**config.mk**
```make
export PLATFORM = sky130hd
export DESIGN_NAME = regbank_dumper
export DESIGN_NICKNAME = d
export VERILOG_FILES = /design/src/rtl/regbank_dumper_pkg.sv /design/src/rtl/regbank_addr_ctr.sv /design/src/rtl/regbank_dumper.sv
export SDC_FILE = /design/constraint.sdc
export NUM_CORES = 1
export LEC_CHECK = 0
export BUFFER_PORTS_ARGS = -buffer_cell sky130_fd_sc_hd__buf_4
export CAP_MARGIN = 20
export CORE_MARGIN = 2
export CORE_UTILIZATION = 45
export CTS_BUF_LIST = sky130_fd_sc_hd__clkbuf_8
export DETAILED_ROUTE_END_ITERATION = 8
export PLACE_DENSITY = 0.74
export SKIP_LAST_GASP = 1
export SLEW_MARGIN = 20
export SYNTH_ARGS = -nofsm -noshare
export SYNTH_HDL_FRONTEND = slang
export SYNTH_SLANG_ARGS = --single-unit
```
**constraint.sdc**
```tcl
create_clock -name clk -period 2.6 [get_ports clk]
set_clock_uncertainty 0.2 [all_clocks]
set_input_delay 0.39 -clock clk [delete_from_list [all_inputs] [get_ports clk]]
set_output_delay 0.39 -clock clk [all_outputs]
set_load 0.02 [all_outputs]
```
**src/rtl/regbank_dumper_pkg.sv**
```systemverilog
// -----------------------------------------------------------------------------
// regbank_dumper_pkg
//   Shared core constants for the 32x32 register bank and its readback dumper.
//   Holds the bank geometry (address width, word width, register count) and
//   the dumper FSM state encoding, so the bank, the dumper and any checker
//   agree on the same numbers.
//
//   Contents:
//     REG_ADDR_W  register address width (5 -> 32 registers)
//     WORD_W      register data width
//     NUM_REGS    number of registers in the bank
//     STATE_W     width of the dumper state vector
//     ST_IDLE / ST_READ / ST_SEND  dumper state encoding
//     next_reg()  wrapping "address + 1" used to step through the bank
// -----------------------------------------------------------------------------
package regbank_dumper_pkg;

    localparam int REG_ADDR_W = 5;
    localparam int WORD_W     = 32;
    localparam int NUM_REGS   = 1 << REG_ADDR_W;

    // Dumper FSM encoding. Kept as plain sized constants so the encoding is
    // visible on the debug state output without any enum casting.
    localparam int             STATE_W = 2;
    localparam logic [1:0]     ST_IDLE = 2'd0;
    localparam logic [1:0]     ST_READ = 2'd1;
    localparam logic [1:0]     ST_SEND = 2'd2;

    // Register addresses wrap modulo NUM_REGS: 31 + 1 -> 0.
    function automatic logic [REG_ADDR_W-1:0] next_reg(
        input logic [REG_ADDR_W-1:0] addr
    );
        return addr + REG_ADDR_W'(1);
    endfunction

endpackage : regbank_dumper_pkg

```
**src/rtl/regbank_addr_ctr.sv**
```systemverilog
// -----------------------------------------------------------------------------
// regbank_addr_ctr
//   Wrapping register-address counter for the dumper. It owns the bank read
//   address and the latched last index of the current dump range.
//
//   Ports:
//     clk        in   system clock, rising edge
//     rst        in   asynchronous active-high reset (addr and last cleared)
//     load       in   latch first_addr into addr and last_addr into the
//                     range-end register (start of a dump)
//     inc        in   step addr by one, wrapping 31 -> 0
//     first_addr in   first register index of the range
//     last_addr  in   last register index of the range, inclusive
//     addr       out  current register address (drives the bank read port)
//     is_last    out  addr equals the latched last index
//
//   load has priority over inc; the dumper never asserts both together.
// -----------------------------------------------------------------------------
module regbank_addr_ctr
    import regbank_dumper_pkg::*;
#(
    parameter int ADDR_W = REG_ADDR_W
) (
    input  logic              clk,
    input  logic              rst,
    input  logic              load,
    input  logic              inc,
    input  logic [ADDR_W-1:0] first_addr,
    input  logic [ADDR_W-1:0] last_addr,
    output logic [ADDR_W-1:0] addr,
    output logic              is_last
);

    logic [ADDR_W-1:0] last_q;

    always_ff @(posedge clk or posedge rst) begin
        if (rst) begin
            addr   <= '0;
            last_q <= '0;
        end else if (load) begin
            addr   <= first_addr;
            last_q <= last_addr;
        end else if (inc) begin
            // Natural overflow of the ADDR_W-bit add gives the mod-32 wrap.
            addr <= addr + ADDR_W'(1);
        end
    end

    // The range is inclusive and walked upward with wrap, so the dump ends
    // exactly when the live address reaches the latched end. This also makes
    // first == last a one-word dump and first == last+1 a full 32-word sweep.
    assign is_last = (addr == last_q);

endmodule : regbank_addr_ctr

```
**src/rtl/regbank_dumper.sv**
```systemverilog
// -----------------------------------------------------------------------------
// regbank_dumper
//   Sequential readback client for the 32x32 register bank. On start it walks
//   the wrapping range firstReg..lastReg through one bank read port and
//   streams every (address, data) pair to a downstream sink.
//
//   Ports:
//     clk       in   system clock, rising edge
//     rst       in   asynchronous active-high reset
//     start     in   begin a dump; only looked at in IDLE
//     abort     in   synchronous cancel, back to IDLE at the next edge
//     firstReg  in   first register index, captured with start
//     lastReg   in   last register index (inclusive), captured with start
//     readAdd   out  address to the bank read port
//     readData  in   combinational bank read data for readAdd
//     outValid  out  outAddr/outData hold a word
//     outReady  in   sink accepts the word
//     outAddr   out  register index of the word on the output
//     outData   out  register contents of the word on the output
//     busy      out  high from start acceptance until the final transfer
//     done      out  one-cycle pulse after the final transfer (not on abort)
//     fsm_state out  current FSM state (ST_IDLE / ST_READ / ST_SEND), debug
//
//   Output handshake: a word moves on any rising edge where outValid and
//   outReady are both high. Once outValid rises, outValid/outAddr/outData
//   hold steady until that transfer edge; only abort or rst withdraw them.
//   outValid is a register, so outReady has no combinational path to it.
//
//   Cycle shape per word: READ (bank address settles for a full cycle and is
//   captured at its closing edge), then SEND (held until accepted). With
//   outReady tied high this gives one word every two cycles.
// -----------------------------------------------------------------------------
module regbank_dumper #(
    parameter int REG_ADDR_W = regbank_dumper_pkg::REG_ADDR_W,
    parameter int WORD_W     = regbank_dumper_pkg::WORD_W
) (
    input  logic                  clk,
    input  logic                  rst,
    input  logic                  start,
    input  logic                  abort,
    input  logic [REG_ADDR_W-1:0] firstReg,
    input  logic [REG_ADDR_W-1:0] lastReg,
    output logic [REG_ADDR_W-1:0] readAdd,
    input  logic [WORD_W-1:0]     readData,
    output logic                  outValid,
    input  logic                  outReady,
    output logic [REG_ADDR_W-1:0] outAddr,
    output logic [WORD_W-1:0]     outData,
    output logic                  busy,
    output logic                  done,
    output logic [1:0]            fsm_state
);

    import regbank_dumper_pkg::*;

    logic [STATE_W-1:0] state;
    logic               xfer;
    logic               ctr_load;
    logic               ctr_inc;
    logic               ctr_is_last;

    // outValid is only ever high in SEND, so this is the SEND transfer edge.
    assign xfer = outValid && outReady;

    // Abort blocks the range capture and the address step, so a cancelled
    // request leaves no trace in the counter.
    assign ctr_load = (state == ST_IDLE) && start && !abort;
    assign ctr_inc  = (state == ST_SEND) && xfer && !ctr_is_last && !abort;

    regbank_addr_ctr #(
        .ADDR_W (REG_ADDR_W)
    ) u_addr_ctr (
        .clk        (clk),
        .rst        (rst),
        .load       (ctr_load),
        .inc        (ctr_inc),
        .first_addr (firstReg),
        .last_addr  (lastReg),
        .addr       (readAdd),
        .is_last    (ctr_is_last)
    );

    always_ff @(posedge clk or posedge rst) begin
        if (rst) begin
            state    <= ST_IDLE;
            outValid <= 1'b0;
            outAddr  <= '0;
            outData  <= '0;
            busy     <= 1'b0;
            done     <= 1'b0;
        end else begin
            // done is a single-cycle pulse; it is only set on the last
            // transfer edge below.
            done <= 1'b0;

            if (abort) begin
                // A handshake in this same cycle still reaches the sink, but
                // the dump ends here with no done pulse.
                state    <= ST_IDLE;
                outValid <= 1'b0;
                busy     <= 1'b0;
            end else begin
                case (state)
                    ST_IDLE: begin
                        if (start) begin
                            state <= ST_READ;
                            busy  <= 1'b1;
                        end
                    end

                    ST_READ: begin
                        outData  <= readData;
                        outAddr  <= readAdd;
                        outValid <= 1'b1;
                        state    <= ST_SEND;
                    end

                    ST_SEND: begin
                        if (xfer) begin
                            outValid <= 1'b0;
                            if (ctr_is_last) begin
                                state <= ST_IDLE;
                                busy  <= 1'b0;
                                done  <= 1'b1;
                            end else begin
                                state <= ST_READ;
                            end
                        end
                    end

                    default: begin
                        // Unreachable encoding: recover to a quiet IDLE.
                        state    <= ST_IDLE;
                        outValid <= 1'b0;
                        busy     <= 1'b0;
                    end
                endcase
            end
        end
    end

    assign fsm_state = state;

endmodule : regbank_dumper

```
==> reports/metrics.yaml, run 1 <==
timing:
  finalCritPeriodShare_pct: 74.8
  final.min_clock_period_ps: 1950
  report.final.slew_viol_count: 0
  timing.final.ws_setup_ps: 654
  setup_repair_after_global_routing_missed_its_margin: "no"
  setup_viol: 0
  timing.setup.tns_ps: 0
  finalHoldViolations: 0
  worstMarginPinSlew_ps: 638
  slew_headroom_pct: 57.5
  fmax_ghz: 0.514
floorplan:
  core_region_area_um2: 4720
  die_area_um2: 5490
  starting_utilization_of_the_core_area_pct: 46.8
  ioPinCount: 94
  die_span_in_y_um: 74.1
  die_w_um: 74.1
  rows: 25
clock_tree:
  post_cts_hold_buffer_count: 0
  cts.path.max_buffers: 2
  post_cts.repair.setup_buffers: 0
  clkSlewWorstSetupHoldPaths_ps: 90
  tritoncts_num_sinks: 52
  clock_latency_at_the_later_pin_of_the_worst_skew_pair_ps: 290
  clock-root-buffer: "clkbuf_8"
  cts_repair_resize_count: 0
  htree_num_levels: 2
  cts-buffers-inserted: 5
  tritoncts_clock_tree: "done"
place:
  pre_cts_ws_ps: 649
  place_congestion: 0.804
  place_hpwl_um: 3270
  buffer_ports.inserted: 93
detailed_routing:
  met2RoutedLength_um: 2160
  via_count: 1530
  detailroute.wirelength.met3_um: 332
  drt.antenna.violating_nets: 0
  route.final.wire_length_um: 4360
  detailedRoute.firstPassIterationCount: 4
  route.detailed.drc: 0
  post_drt_via_cell_ratio: 4.81
  dr.max_layer_used: "met4"
  wire_per_inst_um: 13.7
  detailedRoute.firstIterationViolations: 61
  wirelength_met1_um: 1840
synth:
  syn-mean-instance-area_um2: 14.2
  synthesis.area_um2: 2210
  yosys.cell_count.top_type: "dfrtp_1"
  syn_nets: 204
  synth_async_sr_flop_share_pct: 100
  synth-edff-count: 0
  synthDominantAreaCellType: "dfrtp_1"
  yosys-top-cells-area: "dfrtp_1, mux2_2, buf_6, xor2_1, xnor2_1"
  ffs_latches_synth: 52
  synthDistinctLibCells: 31
  synth_largest_type_area_fraction_pct: 58.8
  yosysWarnings: 0
  synth_common_cells: "dfrtp_1, mux2_2, nand2_1"
  synth-seq-area-share_pct: 58.8
  synthesis.instances: 156
  top_reg_cell_synth: "dfrtp_1"
power_and_ir_drop:
  p_per_area_nw_per_um2: 850
  max-vdd-ir-drop_uv: 444
  p_total_mw: 2.57
  static-leakage-power_nw: 1.43
job:
  cap_violations: 0
worst_setup_path:
  worst-r2r-setup-slack_ps: 650
  critical_path_class: "flip-flop to flip-flop"
  worst-endpoint-arrival_ps: 1930
  worstPathMaxFanout: 37
  reg2reg_depth: 4
  endpoint_kind: "flip-flop"
  start_kind: "flip-flop"
  cp.required_ps: 2580
layout:
  area_grow_syn2layout_pct: 36.6
  drive_above_1_share_pct: 60.2
  final_nets: 299
  number_of_diodes_added_for_antenna_fixing: 0
  n_fill_cell: 399
global_route:
  grt-ovfl-total: 0
  antenna_violations_before_repair: 0
  grt_use_total_pct: 16.3
  first_pass_grt_wire_length_um: 6880
  largest_net_degree_at_the_start_of_global_routing: 53
  grt_pass1_vias: 1496
outcome:
  status: "finished clean"
worst_hold_path:
  worstHoldPathType: "input port to async pin"
state kept, by name, summed over array words and instances (netlist names):
| signal | flops |
|---|---|
| outValid | 1 |
| outAddr | 5 |
| outData | 32 |
| u_addr_ctr.last_q | 5 |
| fsm_state | 2 |
| busy | 1 |
| done | 1 |
| u_addr_ctr.addr | 5 |
worst max-delay path, cell delays in order (launching register included):
cell and delay, ps:
dfrtp_1 590, inv_2 110, nor3_4 110, buf_4 430
mux2_2 390
metrics by stage:
stage / utilization (%) / instances / instance area, µm² / hold WS [ps]
after floorplan: - / 156 / 2210 / 301
after global placement: 62.3 / 311 / 2940 / 291
after detailed placement: 62.3 / 311 / 2940 / 297
after CTS: 64.0 / 318 / 3020 / 86.8
after global routing: 64.0 / 318 / 3020 / 103
final: 64.0 / 318 / 3020 / 56.7
power breakdown:
part / total (mW) / internal [mW] / switching (mW)
combinational: 0.978 / 0.494 / 0.484
clock: 0.417 / 0.180 / 0.238
sequential: 1.17 / 1.03 / 0.144
total: 2.57 / 1.70 / 0.865
final timing paths:
kind / startpoint / end
worst max-delay path: fsm_state[0] / outData[27]
worst min-delay path: rst / outData[5]
worst max register to register: fsm_state[0] / outData[27]
worst min register to register: outData[13] / outData[13]
max in group asynchronous: rst / outAddr[1]
min in group clk: firstReg[2] / u_addr_ctr.addr[2]
metal layers:
layer / vias to the layer above / global-route usage, %
met4: 0 / 3.64
met1: 740 / 21.2
met3: 2 / 5.28
li1: 731 / -
met2: 57 / 26.9
met5: - / 0
placed cells by master (no fill, tap or decap):
cell type  count
nor3b_4        1
ha_1           1
nor3_4         1
buf_4         96
mux2_1         1
and3_1         2
dfrtp_1       52
mux2_2        41
inv_2          2
nand2_1        8
a21oi_2        1
clkbuf_8       5
nor3_2         1
nor3_1         1
xnor2_1        4
a21oi_1        4
o21a_1         1
mux2i_1        1
nor4b_4        1
and2_1         1
or2_2          1
o311ai_1       1
xor2_1         5
a41oi_1        1
clkinv_2       1
o32ai_1        1
o21ai_0        4
nand3_1        3
inv_1          3
nor2_1         6
cells by family after synthesis:
kind of cell,count (synthesis),synth area share (%)
AND/OR/NAND/NOR,26,7.52
multiplexers,43,21.8
AO/OA/AOI/OAI,13,3.73
flip-flops,52,58.8
XOR/XNOR,9,3.56
buffers and inverters,12,3.96
adder cells (fa/ha/maj),1,0.566
area by class of cell:
class	instances	area (µm²)	share of cell area, %
sequential	52	1300	43.1
clock inverter	2	8.76	0.290
multi-input combinational	92	823	27.2
tap	67	83.8	2.77
inverter	4	15.0	0.497
timing repair buffer	96	721	23.9
clock buffer	5	68.8	2.28
(Power assumes the default switching activity.)
==> run 2, diff against run 1 <==
- clock period: 2.6 -> 1.8 ns (I/O delays scaled with it)
==> run 2 against run 1 <==
  * Die area is the same
  * Worst setup slack lost 590 ps
  * Sequential power grew 44%
==> reports/metrics.yaml, run 2 (synthesized netlist as in run 1, its figures left out) <==
clock_tree:
  clock_latency_at_the_later_pin_of_the_worst_skew_pair_ps: 290  # about the same
  cts-buffers-inserted: 5  # unchanged
  clock-root-buffer: "clkbuf_8"
  clkSlewWorstSetupHoldPaths_ps: 90  # about the same
  tritoncts_clock_tree: "done"
  htree_num_levels: 2  # unchanged
  tritoncts_num_sinks: 52  # unchanged
  cts_repair_resize_count: 0  # unchanged
  cts.path.max_buffers: 2  # unchanged
layout:
  drive_above_1_share_pct: 57.3  # -2.9 points
  n_fill_cell: 364  # -8.8%
  largest_register_ff_count: 32  # unchanged
  number_of_diodes_added_for_antenna_fixing: 0  # unchanged
  final_nets: 328  # +9.7%
  final_design_area_no_fill_um2: 3330  # +10%
  layout.cells.most_common: "buf_4"
  most_flops_register: "outData"
  post-route-util_pct: 70.5  # +6.5 points
  area_grow_syn2layout_pct: 50.6
  most_frequent_cells_in_the_layout: "buf_4, dfrtp_1, mux2_2"
floorplan:
  starting_utilization_of_the_core_area_pct: 46.8  # unchanged
  die_w_um: 74.1  # unchanged
  die_area_um2: 5490  # unchanged
  rows: 25  # unchanged
  ioPinCount: 94  # unchanged
  core_region_area_um2: 4720  # unchanged
  die_span_in_y_um: 74.1  # unchanged
worst_setup_path:
  reg2reg_depth: 4  # unchanged
  start_kind: "flip-flop"
  worst-endpoint-arrival_ps: 1710  # -220 ps
  cp.required_ps: 1770  # -810 ps
  worstPathMaxFanout: 14  # -62%
  endpoint_kind: "flip-flop"
  critical_path_class: "flip-flop to flip-flop"
global_route:
  groute.layer.met2.usage_pct: 27.4  # +0.50 points
  grt-ovfl-total: 0  # unchanged
  gr-usage-met1_pct: 22.7  # +1.5 points
  antenna_violations_before_repair: 0  # unchanged
  grt-busiest-layer: "met2"
  grt_pass1_vias: 1504  # +0.53%
  gr-usage-met3_pct: 4.74  # -0.54 points
  first_pass_grt_wire_length_um: 7120  # +3.5%
  grt_use_total_pct: 16.8  # +0.51 points
  largest_net_degree_at_the_start_of_global_routing: 36  # -32%
detailed_routing:
  detailedRoute.firstPassIterationCount: 4  # unchanged
  route.detailed.drc: 0  # unchanged
  via_count: 1632  # +6.7%
  post_drt_via_cell_ratio: 4.69  # -2.5%
  detailedRoute.firstIterationViolations: 68  # +11%
  drt.antenna.violating_nets: 0  # unchanged
  route.final.wire_length_um: 4630  # +6.2%
  wire_per_inst_um: 13.3  # -2.9%
timing:
  finalCritPeriodShare_pct: 96.3  # +22 points
  final.min_clock_period_ps: 1730  # -211 ps
  finalHoldViolations: 0  # unchanged
  setup_viol: 0  # unchanged
  fmax_ghz: 0.577  # +12%
  worstMarginPinSlew_ps: 393  # -244 ps
  report.final.slew_viol_count: 0  # unchanged
  slew_headroom_pct: 73.7  # +16 points
  timing.final.ws_setup_ps: 65.9  # -589 ps
  setup_repair_after_global_routing_missed_its_margin: "no"
job:
  cap_violations: 0  # unchanged
power_and_ir_drop:
  p_total_mw: 3.85  # +50%
  p_per_area_nw_per_um2: 1160  # +36%
  static-leakage-power_nw: 1.58  # +10%
  max-vdd-ir-drop_uv: 738  # +66%
place:
  place_congestion: 0.796  # -1.0%
  place_hpwl_um: 3430  # +5.1%
  placement.cell_area_um2: 3030  # +3.0%
  buffer_ports.inserted: 93  # unchanged
  pre_cts_ws_ps: 64.1  # -585 ps
worst_hold_path:
  whs_path_depth: 2
  worstHoldPathType: "input port to flip-flop"
outcome:
  status: "finished clean"
## run 2: final cells by class
cell class                 count  area (µm²)  share of cell area, %
tap                           67        83.8                   2.52
sequential                    52        1300                   39.1
timing repair buffer         125        1010                   30.4
clock buffer                   6        82.6                   2.48
clock inverter                 2        7.51                  0.225
inverter                       4        17.5                  0.526
multi-input combinational     92         823                   24.7
## run 2: path summary, 6_finish.rpt
kind	slack [ps]	from	end
max in group asynchronous	560	rst	fsm_state[0]
min in group asynchronous	330	rst	outData[8]
max	70	fsm_state[0]	outData[0]
max reg2reg	70	fsm_state[0]	outData[0]
min reg2reg	310	outData[26]	outData[26]
min	7	readData[19]	outData[19]
## run 2: timing repair
action	4_1_cts	5_1_grt
endpoints found under the setup margin	0	4
setup buffers	0	1
hold endpoints to repair	26	10
hold buffers	10	10
## run 2: power breakdown
part / total, mW / switching [mW] / internal [mW] / leakage [nW]
clock network: 0.641 / 0.338 / 0.303 / 0.0538
registers: 1.69 / 0.200 / 1.49 / 0.626
logic: 1.52 / 0.730 / 0.793 / 0.898
## run 2: per-layer routing
layer,part of all wire [%],vias to the layer above
li1,-,792
met1,43,776
met2,50,58
met3,6.2,6
met4,1.4,0
met5,0,-
## run 2: stage by stage
| step | setup TNS [ps] | hold slack (ps) | cells |
|---|---|---|---|
| 2_1_floorplan | -1480 | 187 | 156 |
| 5_1_grt | 0 | 0.0281 | 348 |
| 4_1_cts | 0 | 0.0449 | 337 |
| 3_3_place_gp | 0 | 86.4 | 319 |
| 3_5_place_dp | 0 | 87.2 | 319 |
| 6_report | 0 | 7.34 | 348 |
## run 2: worst max-delay path, stage by stage, from the launching register on
cell     delay, ps
dfrtp_2        510
inv_4           60
nor3_4         230
buf_4          250
mux2_2         360
